[config.mk]
export PLATFORM = sky130hd
export DESIGN_NAME = gemm_job_sequencer
export DESIGN_NICKNAME = d
export VERILOG_FILES = /design/src/rtl/gemm_job_sequencer.sv
export SDC_FILE = /design/constraint.sdc
export NUM_CORES = 1
export LEC_CHECK = 0
export ABC_AREA = 1
export CORE_MARGIN = 1
export CORE_UTILIZATION = 30
export DETAILED_ROUTE_END_ITERATION = 8
export PLACE_DENSITY_LB_ADDON = 0.3
export SYNTH_ARGS = -nofsm -noshare
export SYNTH_HDL_FRONTEND = slang
export SYNTH_SLANG_ARGS = --single-unit
[constraint.sdc]
create_clock -name i_clk -period 5.9 [get_ports i_clk]
set_input_delay 0.59 -clock i_clk [delete_from_list [all_inputs] [get_ports i_clk]]
set_output_delay 0.59 -clock i_clk [all_outputs]
set_load 0.01 [all_outputs]
[src/rtl/gemm_job_sequencer.sv]
// GEMM job sequencer: turns one host job into FETCH/FETCH_LEN/DISP/TILE commands.
// Optional watchdog enabled with `define GEMM_SEQ_WATCHDOG_EN.
module gemm_job_sequencer #(
    parameter int CMD_W       = 32,
    parameter int MAX_TILES   = 255,
    parameter int TIMEOUT_CYC = 65535
) (
    input  logic             i_clk,
    input  logic             i_reset_n,
    input  logic             i_job_valid,
    output logic             o_job_ready,
    input  logic [23:0]      i_left_addr,
    input  logic [23:0]      i_right_addr,
    input  logic [15:0]      i_fetch_len,
    input  logic [10:0]      i_disp_len,
    input  logic [7:0]       i_num_tiles,
    output logic [CMD_W-1:0] o_cmd_wdata,
    output logic             o_cmd_wen,
    input  logic             i_cmd_full,
    input  logic             i_tile_done,
    output logic             o_job_done,
    output logic             o_busy,
    output logic             o_err,
    output logic [1:0]       o_state,
    output logic [7:0]       o_tiles_done
);

    typedef enum logic [1:0] {
        IDLE  = 2'd0,
        ISSUE = 2'd1,
        WAIT  = 2'd2,
        DONE  = 2'd3
    } state_t;

    localparam logic [7:0] OP_FETCH = 8'h01;
    localparam logic [7:0] OP_DISP  = 8'h02;
    localparam logic [7:0] OP_TILE  = 8'h03;
    localparam logic [7:0] OP_FLEN  = 8'h04;
    localparam logic [8:0] MAX_T    = 9'(MAX_TILES);

    // Assert asynchronously, release on a clock edge
    logic [1:0] rst_sync;
    logic       rst_n;

    always_ff @(posedge i_clk or negedge i_reset_n) begin
        if (!i_reset_n)
            rst_sync <= 2'b00;
        else
            rst_sync <= {rst_sync[0], 1'b1};
    end

    assign rst_n = rst_sync[1];

    state_t      state;
    logic [23:0] left_q;
    logic [23:0] right_q;
    logic [15:0] len_q;
    logic [10:0] disp_q;
    logic [7:0]  num_q;
    logic [8:0]  idx;

    logic       accept;
    logic       over_max;
    logic       in_job;
    logic       wr_now;
    logic       tile_ok;
    logic       tile_bad;
    logic       wd_fire;
    logic [8:0] last_idx;
    logic [7:0] tiles_next;

    assign accept     = i_job_valid && o_job_ready;
    assign over_max   = {1'b0, i_num_tiles} > MAX_T;
    assign in_job     = (state == ISSUE) || (state == WAIT);
    assign wr_now     = (state == ISSUE) && !i_cmd_full;
    assign last_idx   = {1'b0, num_q} + 9'd3;
    assign tile_ok    = i_tile_done && in_job && (o_tiles_done != num_q);
    assign tile_bad   = i_tile_done && !tile_ok;
    assign tiles_next = o_tiles_done + {7'd0, tile_ok};

    assign o_job_ready = rst_n && (state == IDLE);
    assign o_busy      = state != IDLE;
    assign o_state     = state;

    logic [7:0]       op;
    logic [23:0]      pl;
    logic [CMD_W-1:0] word;

    always_comb begin
        op = OP_TILE;
        pl = {16'h0, idx[7:0] - 8'd4};
        unique case (1'b1)
            idx == 9'd0: begin
                op = OP_FETCH;
                pl = left_q;
            end
            idx == 9'd1: begin
                op = OP_FETCH;
                pl = right_q;
            end
            idx == 9'd2: begin
                op = OP_FLEN;
                pl = {8'h0, len_q};
            end
            idx == 9'd3: begin
                op = OP_DISP;
                pl = {13'h0, disp_q};
            end
            default: ;
        endcase
        word              = '0;
        word[CMD_W-1 -: 8] = op;
        word[23:0]        = pl;
    end

`ifdef GEMM_SEQ_WATCHDOG_EN
    localparam int WD_W = $clog2(TIMEOUT_CYC + 1);
    logic [WD_W-1:0] wd_cnt;

    always_ff @(posedge i_clk or negedge rst_n) begin
        if (!rst_n)
            wd_cnt <= '0;
        else if (!in_job || wr_now || i_tile_done)
            wd_cnt <= '0;
        else
            wd_cnt <= wd_cnt + 1'b1;
    end

    assign wd_fire = in_job && !wr_now && !i_tile_done &&
                     (wd_cnt == WD_W'(TIMEOUT_CYC - 1));
`else
    assign wd_fire = 1'b0;
`endif

    always_ff @(posedge i_clk or negedge rst_n) begin
        if (!rst_n) begin
            state        <= IDLE;
            left_q       <= '0;
            right_q      <= '0;
            len_q        <= '0;
            disp_q       <= '0;
            num_q        <= '0;
            idx          <= '0;
            o_cmd_wdata  <= '0;
            o_cmd_wen    <= 1'b0;
            o_job_done   <= 1'b0;
            o_err        <= 1'b0;
            o_tiles_done <= '0;
        end else begin
            o_cmd_wen  <= 1'b0;
            o_job_done <= 1'b0;
            if (tile_bad)
                o_err <= 1'b1;
            if (tile_ok)
                o_tiles_done <= tiles_next;
            unique case (state)
                IDLE: begin
                    if (accept) begin
                        left_q       <= i_left_addr;
                        right_q      <= i_right_addr;
                        len_q        <= i_fetch_len;
                        disp_q       <= i_disp_len;
                        num_q        <= over_max ? MAX_T[7:0] : i_num_tiles;
                        idx          <= '0;
                        o_tiles_done <= '0;
                        if (over_max)
                            o_err <= 1'b1;
                        state <= ISSUE;
                    end
                end
                ISSUE: begin
                    if (wr_now) begin
                        o_cmd_wen   <= 1'b1;
                        o_cmd_wdata <= word;
                        idx         <= idx + 9'd1;
                        if (idx == last_idx) begin
                            if (num_q == 8'd0) begin
                                state      <= DONE;
                                o_job_done <= 1'b1;
                            end else begin
                                state <= WAIT;
                            end
                        end
                    end
                end
                WAIT: begin
                    if (tiles_next == num_q) begin
                        state      <= DONE;
                        o_job_done <= 1'b1;
                    end
                end
                DONE: state <= IDLE;
                default: state <= IDLE;
            endcase
            if (wd_fire) begin
                o_err      <= 1'b1;
                o_job_done <= 1'b1;
                state      <= DONE;
            end
        end
    end

endmodule

==> run_results.csv, run 1 <==
group,metric,value,unit
global_route,gr-usage-met1,22.7,%
global_route,grt_pass1_wl,30900,um
timing,drv_slew,0,
cells_and_area,drive_above_1_share,6.26,%
synth,yosysMostFrequentCell,"nand2_1",
die,die_w,152,um
job,max-cap-violations,0,
detailed_routing,num_vias,5930,
synth,syn-cell-area,0.00676,mm2
power,p_leak,4.33,nW
cells_and_area,areaGrowthSynthToFinish,30.5,%
power,power,4.49,mW
die,std_cell_rows,54,
detailed_routing,drc,14,
worst_setup_path,startpoint_type,"flop",
detailed_routing,wl_per_cell,14.4,um
worst_setup_path,criticalPathCategory,"flop to flop",
detailed_routing,routed_wl,18800,um
synth,yosysWarningCount,0,
timing,rsz0062_at_grt,"false",
cells_and_area,num_antenna_cells,0,
hold_path,hp-class,"flop to async pin",
timing,tns,0,ns
worst_setup_path,crit_path_cell_trace,"inv_1, ha_1, nand2_1, a21oi_4, ha_1, ha_1, nand2_1, nand2_1, nand2_1, nand2_1, nand3_1, nor3_1, nand2_1, nand2_2, nand3_1, nand2_1, nand2_1",
global_route,grt_pass1_vias,5976,
place,place_congestion,0.824,
synth,yosysUniqueCellTypes,37,
synth,avgSynthCellArea,7.58,um2
worst_setup_path,cp-end-kind,"flop",
global_route,grt_use_total,17.0,%
synth,synth_cells,892,
timing,worstMarginPinSlew,1.03,ns
synth,synth_flop_cell,"dfrtp_1",
clock_network,cts_tree,"yes",
clock_network,postCtsSetupBuffers,0,
worst_setup_path,cp.required,6.21,ns
clock_network,path_clk_slew,0.06,ns
global_route,use_met2,27.5,%
clock_network,clockBufferDepth,2,
timing,post-route-min-period,2.89,ns
timing,fmax,0.346,GHz
cells_and_area,post-route-util,40.2,%
outcome,outcome,"finished with violations",
power,power_density,509,mW/mm2
synth,synth-seq-cells,134,
worst_setup_path,r2r_setup_slack,3.01,ns
synth,yosys-top-cells-count,"440 x nand2_1, 134 x dfrtp_1, 56 x inv_1",
place,port-buffer-count,129,
global_route,grt_overflow,0,
timing,setup_viol,0,
clock_network,cts_resized,0,
worst_setup_path,cp_slowest_cell,"dfrtp_1",
place,dp_hpwl,12900,um
synth,yosys.area.top_type,"dfrtp_1",
clock_network,cts_max_level,4,
outcome,violations,"design-rule violations",
global_route,antenna_found_initial,0,
worst_setup_path,r2r_cells,17,
power,ir_drop,0.199,mV
clock_network,cts_root_buf,"clkbuf_16",
worst_setup_path,worstPathMaxFanout,12,
die,dieArea,0.0231,mm2
clock_network,cts_buffers,17,
global_route,grt.busiest_layer,"met2",
die,start_util,30.8,%
timing,finClkSkew,0.0107,ns
clock_network,cts_hold_buf,0,
worst_setup_path,cp.arrival,3.20,ns
detailed_routing,drt-initial-drc-count,370,
detailed_routing,antenna_left,0,
synth,synth.top_cell.area_share,49.6,%
global_route,grt_max_degree,75,
worst_setup_path,crit_path_max_incr_delay,0.43,ns
timing,max_slew_margin,31.6,%
worst_setup_path,critPathMostFrequentCell,"nand2_1",
timing,period_share,48.9,%
synth,synth_edf_count,0,
die,die_y,152,um
synth,ys_seq_area_share,49.6,%
clock_network,insertion_delay,0.42,ns
die,coreArea,0.0220,mm2
global_route,use_met3,3.62,%
synth,synthTopCellsByArea,"dfrtp_1 50%, nand2_1 24%, o21ai_0 3.4%",
detailed_routing,drtPass1Iterations,7,
timing,hold_viol,0,
synth,async_flop_share,100,%
clock_network,numClockSinks,134,
die,pin_count,135,
detailed_routing,vias_per_cell,4.55,
cells_and_area,num-nets-final,1111,
[layer usage]
metal,routed length (um),vias up
met2,8680,127
met3,779,15
met1,9090,2780
li1,-,3008
met4,242,0
met5,0,-
[through the flow]
stage	worst slack [ns]	std cells	hold slack (ns)	cell area, um2
6_report	3.01	1302	0.314	8820
5_1_grt	2.72	1302	0.313	8820
4_1_cts	3.01	1302	0.315	8820
3_5_place_dp	2.84	1270	0.337	8250
3_3_place_gp	2.87	1270	0.332	8250
2_1_floorplan	1.38	896	0.294	6780
[cells by family after synthesis]
kind of cell	synth area share, %
and+or+nand+nor	33.4
buffers and inverters	6.51
xor gates and xnor gates	1.17
DFF	49.6
AOI/OAI and AO/OA	6.64
other	0.111
adders and majority gates	2.59
[worst paths after layout]
check	from	endpoint
worst max-delay path	o_state[0]	o_state[0]
worst min-delay path	rst_sync[1]	right_q[23]
worst max register to register	o_state[0]	o_state[0]
worst min register to register	rst_sync[1]	right_q[23]
max in group asynchronous	rst_sync[1]	o_cmd_wdata[15]
min in group i_clk	rst_sync[0]	rst_sync[1]
[worst max-delay path, delay by kind of cell, from the launching register on]
family | cells | cell delay [ns]
buffers and inverters | 1 | 0.12
AO/OA/AOI/OAI | 1 | 0.28
AND/OR/NAND/NOR | 12 | 1.12
flip-flops | 1 | 0.43
adder cells (fa/ha/maj) | 3 | 0.82
[registers in the layout (all words and copies together), names as in the netlist, 2 cells and up]
register,cells
o_state,2
o_tiles_done,8
num_q,8
rst_sync,2
len_q,16
idx,9
disp_q,11
left_q,24
right_q,24
o_cmd_wdata,27
[layout by cell type, fill, tap and decap left out, types with 3 or more instances in the layout]
cell	count
nand2_1	440
dfrtp_1	133
clkdlybuf4s50_1	129
inv_1	55
o21ai_0	46
nor2_1	36
nand3_1	35
clkbuf_16	17
a21oi_1	16
nand4_1	15
ha_1	14
o21ai_1	8
xor2_1	7
inv_2	6
nor2_2	6
conb_1	6
nor3_1	5
buf_4	5
nor2_4	3
clkinvlp_4	3
inv_6	3
clkinv_4	3
inv_8	3
[where the power goes]
group	total (mW)	switching [mW]	internal, mW	leakage [nW]
Sequential	1.63	0.304	1.33	1.68
Clock	1.02	0.451	0.573	0.272
Combinational	1.83	1.09	0.744	2.38
Total	4.49	1.84	2.64	4.33
[layout make-up]
type | instances | area (um2)
Multi-Input combinational cell | 660 | 2980
Fill cell | 2243 | 13100
Timing Repair Buffer | 134 | 1330
Clock inverter | 13 | 114
Inverter | 62 | 235
Clock buffer | 19 | 453
Tap cell | 280 | 350
Sequential cell | 134 | 3360
Power figures use the tool's default switching activity.
==> run 2, diff against run 1 <==
==> constraint.sdc (replaced) <==
create_clock -name i_clk -period 2.45 [get_ports i_clk]
set_input_delay 0.245 -clock i_clk [delete_from_list [all_inputs] [get_ports i_clk]]
set_output_delay 0.245 -clock i_clk [all_outputs]
set_load 0.01 [all_outputs]
==> run_results.csv, run 2 (synthesis gave the netlist of run 1 again) <==
group,metric,value,unit
timing,drv_slew,0,
hold_path,holdPathStages,3,
clock_network,clockBufferDepth,2,
worst_setup_path,startpoint_type,"flop",
detailed_routing,routed_wl,19300,um
cells_and_area,stdcell_count,1350,
cells_and_area,layout_common_cells,"436 x nand2_1, 131 x dfrtp_1, 129 x clkdlybuf4s50_1",
cells_and_area,post-route-util,42.5,%
worst_setup_path,cpLargestDelayFamily,"simple AND/OR/NAND/NOR gates",
clock_network,insertion_delay,0.42,ns
outcome,violations,"design-rule violations",
worst_setup_path,criticalPathCategory,"flop to flop",
timing,finClkSkew,0.00942,ns
clock_network,cts_tree,"yes",
timing,worstMarginPinSlew,0.752,ns
cells_and_area,num-nets-final,1159,
detailed_routing,drc,4,
worst_setup_path,r2r-end,"o_state[0]",
cells_and_area,largest_register,"o_cmd_wdata",
hold_path,hold_end,"right_q[0]",
detailed_routing,drtPass1Iterations,7,
worst_setup_path,r2r_cells,17,
cells_and_area,n_fill_cell,2190,
worst_setup_path,cp_slowest_cell,"dfrtp_1",
clock_network,numClockSinks,134,
detailed_routing,antenna_left,0,
die,std_cell_rows,54,
global_route,grt_overflow,0,
worst_setup_path,worstPathMaxFanout,4,
detailed_routing,drt-initial-drc-count,354,
detailed_routing,vias_per_cell,4.58,
clock_network,cts_buffers,17,
outcome,outcome,"finished with violations",
power,switching_share,39.3,%
timing,tns,0,ns
global_route,grt_use_total,17.3,%
die,start_util,30.8,%
timing,holdWs,0.361,ns
power,power_density,1250,mW/mm2
power,p_clk_share,21.6,%
die,dieArea,0.0231,mm2
timing,hold_viol,0,
timing,max_slew_margin,49.9,%
die,die_y,152,um
cells_and_area,stdcell_area,0.00932,mm2
cells_and_area,num_antenna_cells,0,
global_route,grt_pass1_vias,6068,
global_route,antenna_found_initial,0,
place,dp_hpwl,13600,um
worst_setup_path,r2r_setup_slack,0.08,ns
clock_network,cts_max_level,4,
worst_setup_path,crit_path_cell_trace,"nand2_1, nand4_1, nor2_2, a21oi_4, ha_4, ha_4, inv_2, nand2_1, o21ai_1, nor2_1, nand3_1, nor3_1, nand2_1, nand2_2, nand3_2, nand2_1, nand2_1",
timing,setup_ws,0.0759,ns
power,p_switching,4.56,mW
worst_setup_path,startpoint,"num_q[0]",
timing,post-route-min-period,2.37,ns
timing,setup_viol,0,
power,power.share.sequential,32.8,%
clock_network,path_clk_slew,0.06,ns
cells_and_area,final_common_cell,"nand2_1",
global_route,grt_max_degree,133,
hold_path,worstHoldStart,"i_right_addr[0]",
worst_setup_path,critPathMostFrequentCell,"nand2_1",
power,p_leak,4.59,nW
die,pin_count,135,
cells_and_area,drive_above_1_share,12.7,%
detailed_routing,wl_per_cell,14.3,um
place,dp.cells,1307,
worst_setup_path,cp-end-kind,"flop",
cells_and_area,largest_register_ffs,27,
job,max-cap-violations,0,
place,place_congestion,0.878,
global_route,grt_pass1_wl,31800,um
worst_setup_path,cp.required,2.76,ns
die,coreArea,0.0220,mm2
power,p_comb_share,45.6,%
place,pre_cts_slack,-0.0492,ns
die,die_w,152,um
cells_and_area,reg_top3,"o_cmd_wdata x27, left_q x24, right_q x24",
place,place_area,0.00861,mm2
power,intPower,7.06,mW
worst_setup_path,crit_path_max_incr_delay,0.41,ns
power,power,11.6,mW
clock_network,cts_root_buf,"clkbuf_16",
power,ir_drop,0.577,mV
timing,rsz0062_at_grt,"true",
worst_setup_path,worst-path-buf-inv,1,
cells_and_area,areaGrowthSynthToFinish,37.9,%
timing,period_share,96.9,%
detailed_routing,num_vias,6178,
timing,fmax,0.421,GHz
worst_setup_path,rr_startpoint,"num_q[0]",
worst_setup_path,cp.arrival,2.68,ns
hold_path,hp-class,"primary input to flop",
place,port-buffer-count,129,
==> run 2: cell types whose count changed in the layout (fill, tap and decap cells not counted), moves of 4 or more <==
cell / before / now
clkinv_2: 1 / 5
inv_1: 55 / 47
nand2_1: 440 / 436
inv_2: 6 / 14
buf_4: 5 / 50
==> run 2: repair_timing <==
| action | CTS | global route |
|---|---|---|
| hold buffers | 1 | 0 |
| endpoints found under the hold margin | 2 | 0 |
| setup buffers | 1 | 9 |
| gates resized for setup | 1 | 16 |
| pin swaps | 3 | 11 |
| endpoints found under the setup margin | 2 | 3 |
==> run 2: worst min-delay path: stages <==
cell and delay (ns):
clkdlybuf4s50_1 0.39, nand2_1 0.06, nand2_1 0.04
==> run 2: worst max-delay path by stage <==
stage	end	cells after the start
2_1_floorplan	idx[7]	9
3_3_place_gp	o_state[0]	19
3_5_place_dp	o_state[0]	19
4_1_cts	o_state[1]	19
5_1_grt	o_state[0]	18
6_report	o_state[0]	17
==> run 2: power groups by stage <==
stage	Combinational (mW)	Sequential (mW)	Clock, mW
3_3_place_gp	5.02	3.82	0
3_5_place_dp	5.07	3.84	0
2_1_floorplan	3.03	3.86	0
5_1_grt	5.98	3.96	2.65
6_report	5.30	3.81	2.52
4_1_cts	5.13	3.81	2.55
==> run 2: per-layer routing <==
| metal | share of wire, % | GRT usage (%) |
|---|---|---|
| met5 | 0 | 0 |
| met3 | 4.7 | 3.54 |
| met4 | 1.8 | 5.88 |
| met2 | 46 | 28.2 |
| met1 | 47 | 22.9 |
==> run 2: final cells by class <==
type	instances	area, um2	area share (%)
clock inverters	13	133	1.42
well taps	280	350	3.76
flip-flops and latches	134	3360	36.0
clock buffers	19	443	4.75
inverters	62	235	2.52
repair buffers	182	1720	18.4
multi-input cells	660	3080	33.1
==> run 3, diff against run 2 <==
--- a/config.mk
+++ b/config.mk
@@ -6,6 +6,7 @@
 export NUM_CORES = 1
 export LEC_CHECK = 0
 export ABC_AREA = 1
+export CORE_ASPECT_RATIO = 0.75
 export CORE_MARGIN = 1
 export CORE_UTILIZATION = 30
 export DETAILED_ROUTE_END_ITERATION = 8
==> run_results.csv, run 3 (synthesis gave the netlist of run 1 again) <==
group,metric,value,unit
place,dp.cells,1323,
power,power,11.9,mW
timing,fmax,0.427,GHz
timing,setup_viol,0,
job,max-cap-violations,0,
die,die_w,175,um
place,port-buffer-count,129,
detailed_routing,drtPass1Iterations,5,
global_route,grt_max_degree,133,
worst_setup_path,criticalPathCategory,"flop to flop",
detailed_routing,drc,0,
detailed_routing,vias_per_cell,4.52,
global_route,antenna_found_initial,0,
timing,max_slew_margin,47.3,%
clock_network,cts_buffers,17,
clock_network,cts_tree,"yes",
cells_and_area,layout_common_cells,"436 x nand2_1, 131 x dfrtp_1, 129 x clkdlybuf4s50_1",
detailed_routing,drt-initial-drc-count,453,
die,coreArea,0.0221,mm2
power,p_leak,4.60,nW
cells_and_area,reg_top3,"o_cmd_wdata x27, left_q x24, right_q x24",
place,dp_hpwl,14100,um
timing,rsz0062_at_grt,"true",
global_route,grt_pass1_vias,5912,
cells_and_area,drive_above_1_share,12.6,%
cells_and_area,num-nets-final,1158,
detailed_routing,num_vias,6150,
detailed_routing,wl_per_cell,14.4,um
place,place_congestion,0.827,
clock_network,cts_max_level,4,
worst_setup_path,crit_path_cell_trace,"inv_2, nand2_1, nand2_2, nand3_2, nor2_4, a21oi_4, ha_4, ha_4, inv_2, nand2_1, o21ai_1, nor2_1, nand3_1, nor3_2, nand2_1, nand2_2, nand3_2, nand2_1, nand2_1",
cells_and_area,num_antenna_cells,0,
die,start_util,30.7,%
cells_and_area,areaGrowthSynthToFinish,38.7,%
global_route,grt_overflow,0,
timing,period_share,95.6,%
clock_network,insertion_delay,0.41,ns
hold_path,hp-class,"flop to flop",
worst_setup_path,cp.arrival,2.65,ns
die,std_cell_rows,47,
clock_network,numClockSinks,134,
cells_and_area,largest_register_ffs,27,
worst_setup_path,startpoint_type,"flop",
detailed_routing,antenna_left,0,
cells_and_area,final_common_cell,"nand2_1",
worst_setup_path,critPathMostFrequentCell,"nand2_1",
worst_setup_path,crit_path_max_incr_delay,0.40,ns
timing,post-route-min-period,2.34,ns
die,die_y,132,um
timing,drv_slew,0,
die,pin_count,135,
worst_setup_path,cp.required,2.76,ns
global_route,grt_pass1_wl,32200,um
worst_setup_path,worstPathMaxFanout,3,
cells_and_area,stdcell_count,1362,
global_route,grt_use_total,17.9,%
clock_network,cts_root_buf,"clkbuf_16",
detailed_routing,routed_wl,19600,um
worst_setup_path,cp_slowest_cell,"dfrtp_1",
clock_network,clockBufferDepth,2,
timing,finClkSkew,0.00787,ns
cells_and_area,largest_register,"o_cmd_wdata",
clock_network,path_clk_slew,0.06,ns
timing,hold_viol,0,
power,ir_drop,0.635,mV
power,power_density,1270,mW/mm2
cells_and_area,n_fill_cell,2239,
worst_setup_path,cp-end-kind,"flop",
outcome,outcome,"finished clean",
timing,worstMarginPinSlew,0.791,ns
die,dieArea,0.0231,mm2
-- run 3: worst paths after layout --
kind                               end  slack [ns]             from  cells after the start
max                         o_state[0]        0.11  o_tiles_done[7]                     19
min                        rst_sync[1]        0.36      rst_sync[0]                      0
max reg2reg                 o_state[0]        0.11  o_tiles_done[7]                     19
min reg2reg                rst_sync[1]        0.36      rst_sync[0]                      0
max in group asynchronous     num_q[1]        1.31      rst_sync[1]                      1
min in group asynchronous       idx[7]        0.46      rst_sync[1]                      1
-- run 3: final cells by class --
class / instances / area [um2] / area share [%]
Sequential cell: 134 / 3360 / 35.8
Inverter: 62 / 235 / 2.51
Timing Repair Buffer: 181 / 1710 / 18.2
Multi-Input combinational cell: 660 / 3080 / 32.8
Clock buffer: 17 / 425 / 4.54
Clock inverter: 14 / 201 / 2.15
Tap cell: 294 / 368 / 3.92
-- run 3: critical path: cells and delay by family (launching register included) --
family	cells	cell delay, ns
AND/OR/NAND/NOR	13	1.17
adder cells (fa/ha/maj)	2	0.43
flip-flops	1	0.40
AO/OA/AOI/OAI	2	0.13
buffers and inverters	2	0.10
-- run 3: repair_timing --
item / 4_1_cts / 5_1_grt
resized for setup: 2 / 14
endpoints found under the setup margin: 2 / 3
pin swaps: 2 / 14
buffers inserted: 0 / 7
endpoints found under the hold margin: 2 / 0
hold buffers: 1 / 0
-- run 3: report_power, final --
part / internal [mW] / switching, mW
Combinational: 2.34 / 3.07
Clock: 1.71 / 1.02
Sequential: 3.20 / 0.591
-- run 3: layer usage --
metal | GRT usage, % | up-vias | wire (um)
met5 | 0 | - | 0
met4 | 4.35 | 0 | 181
met3 | 3.89 | 13 | 1120
met2 | 24.4 | 170 | 7960
met1 | 28.0 | 2863 | 10400
li1 | - | 3104 | -
-- run 3: through the flow --
step                utilization (%)  cell area (um2)  hold WS [ns]  setup WS (ns)   TNS, ns
global route                   42.5             9380         0.360        -0.0370   -0.0698
floorplan                         -             6840       -0.0506       -0.00483   -0.0118
detailed placement             39.2             8640         0.336        -0.0590    -0.113
CTS                            42.1             9280         0.343         0.0172         0
finish                         42.5             9380         0.357          0.108         0
global placement               39.2             8640         0.331       -0.00434  -0.00661
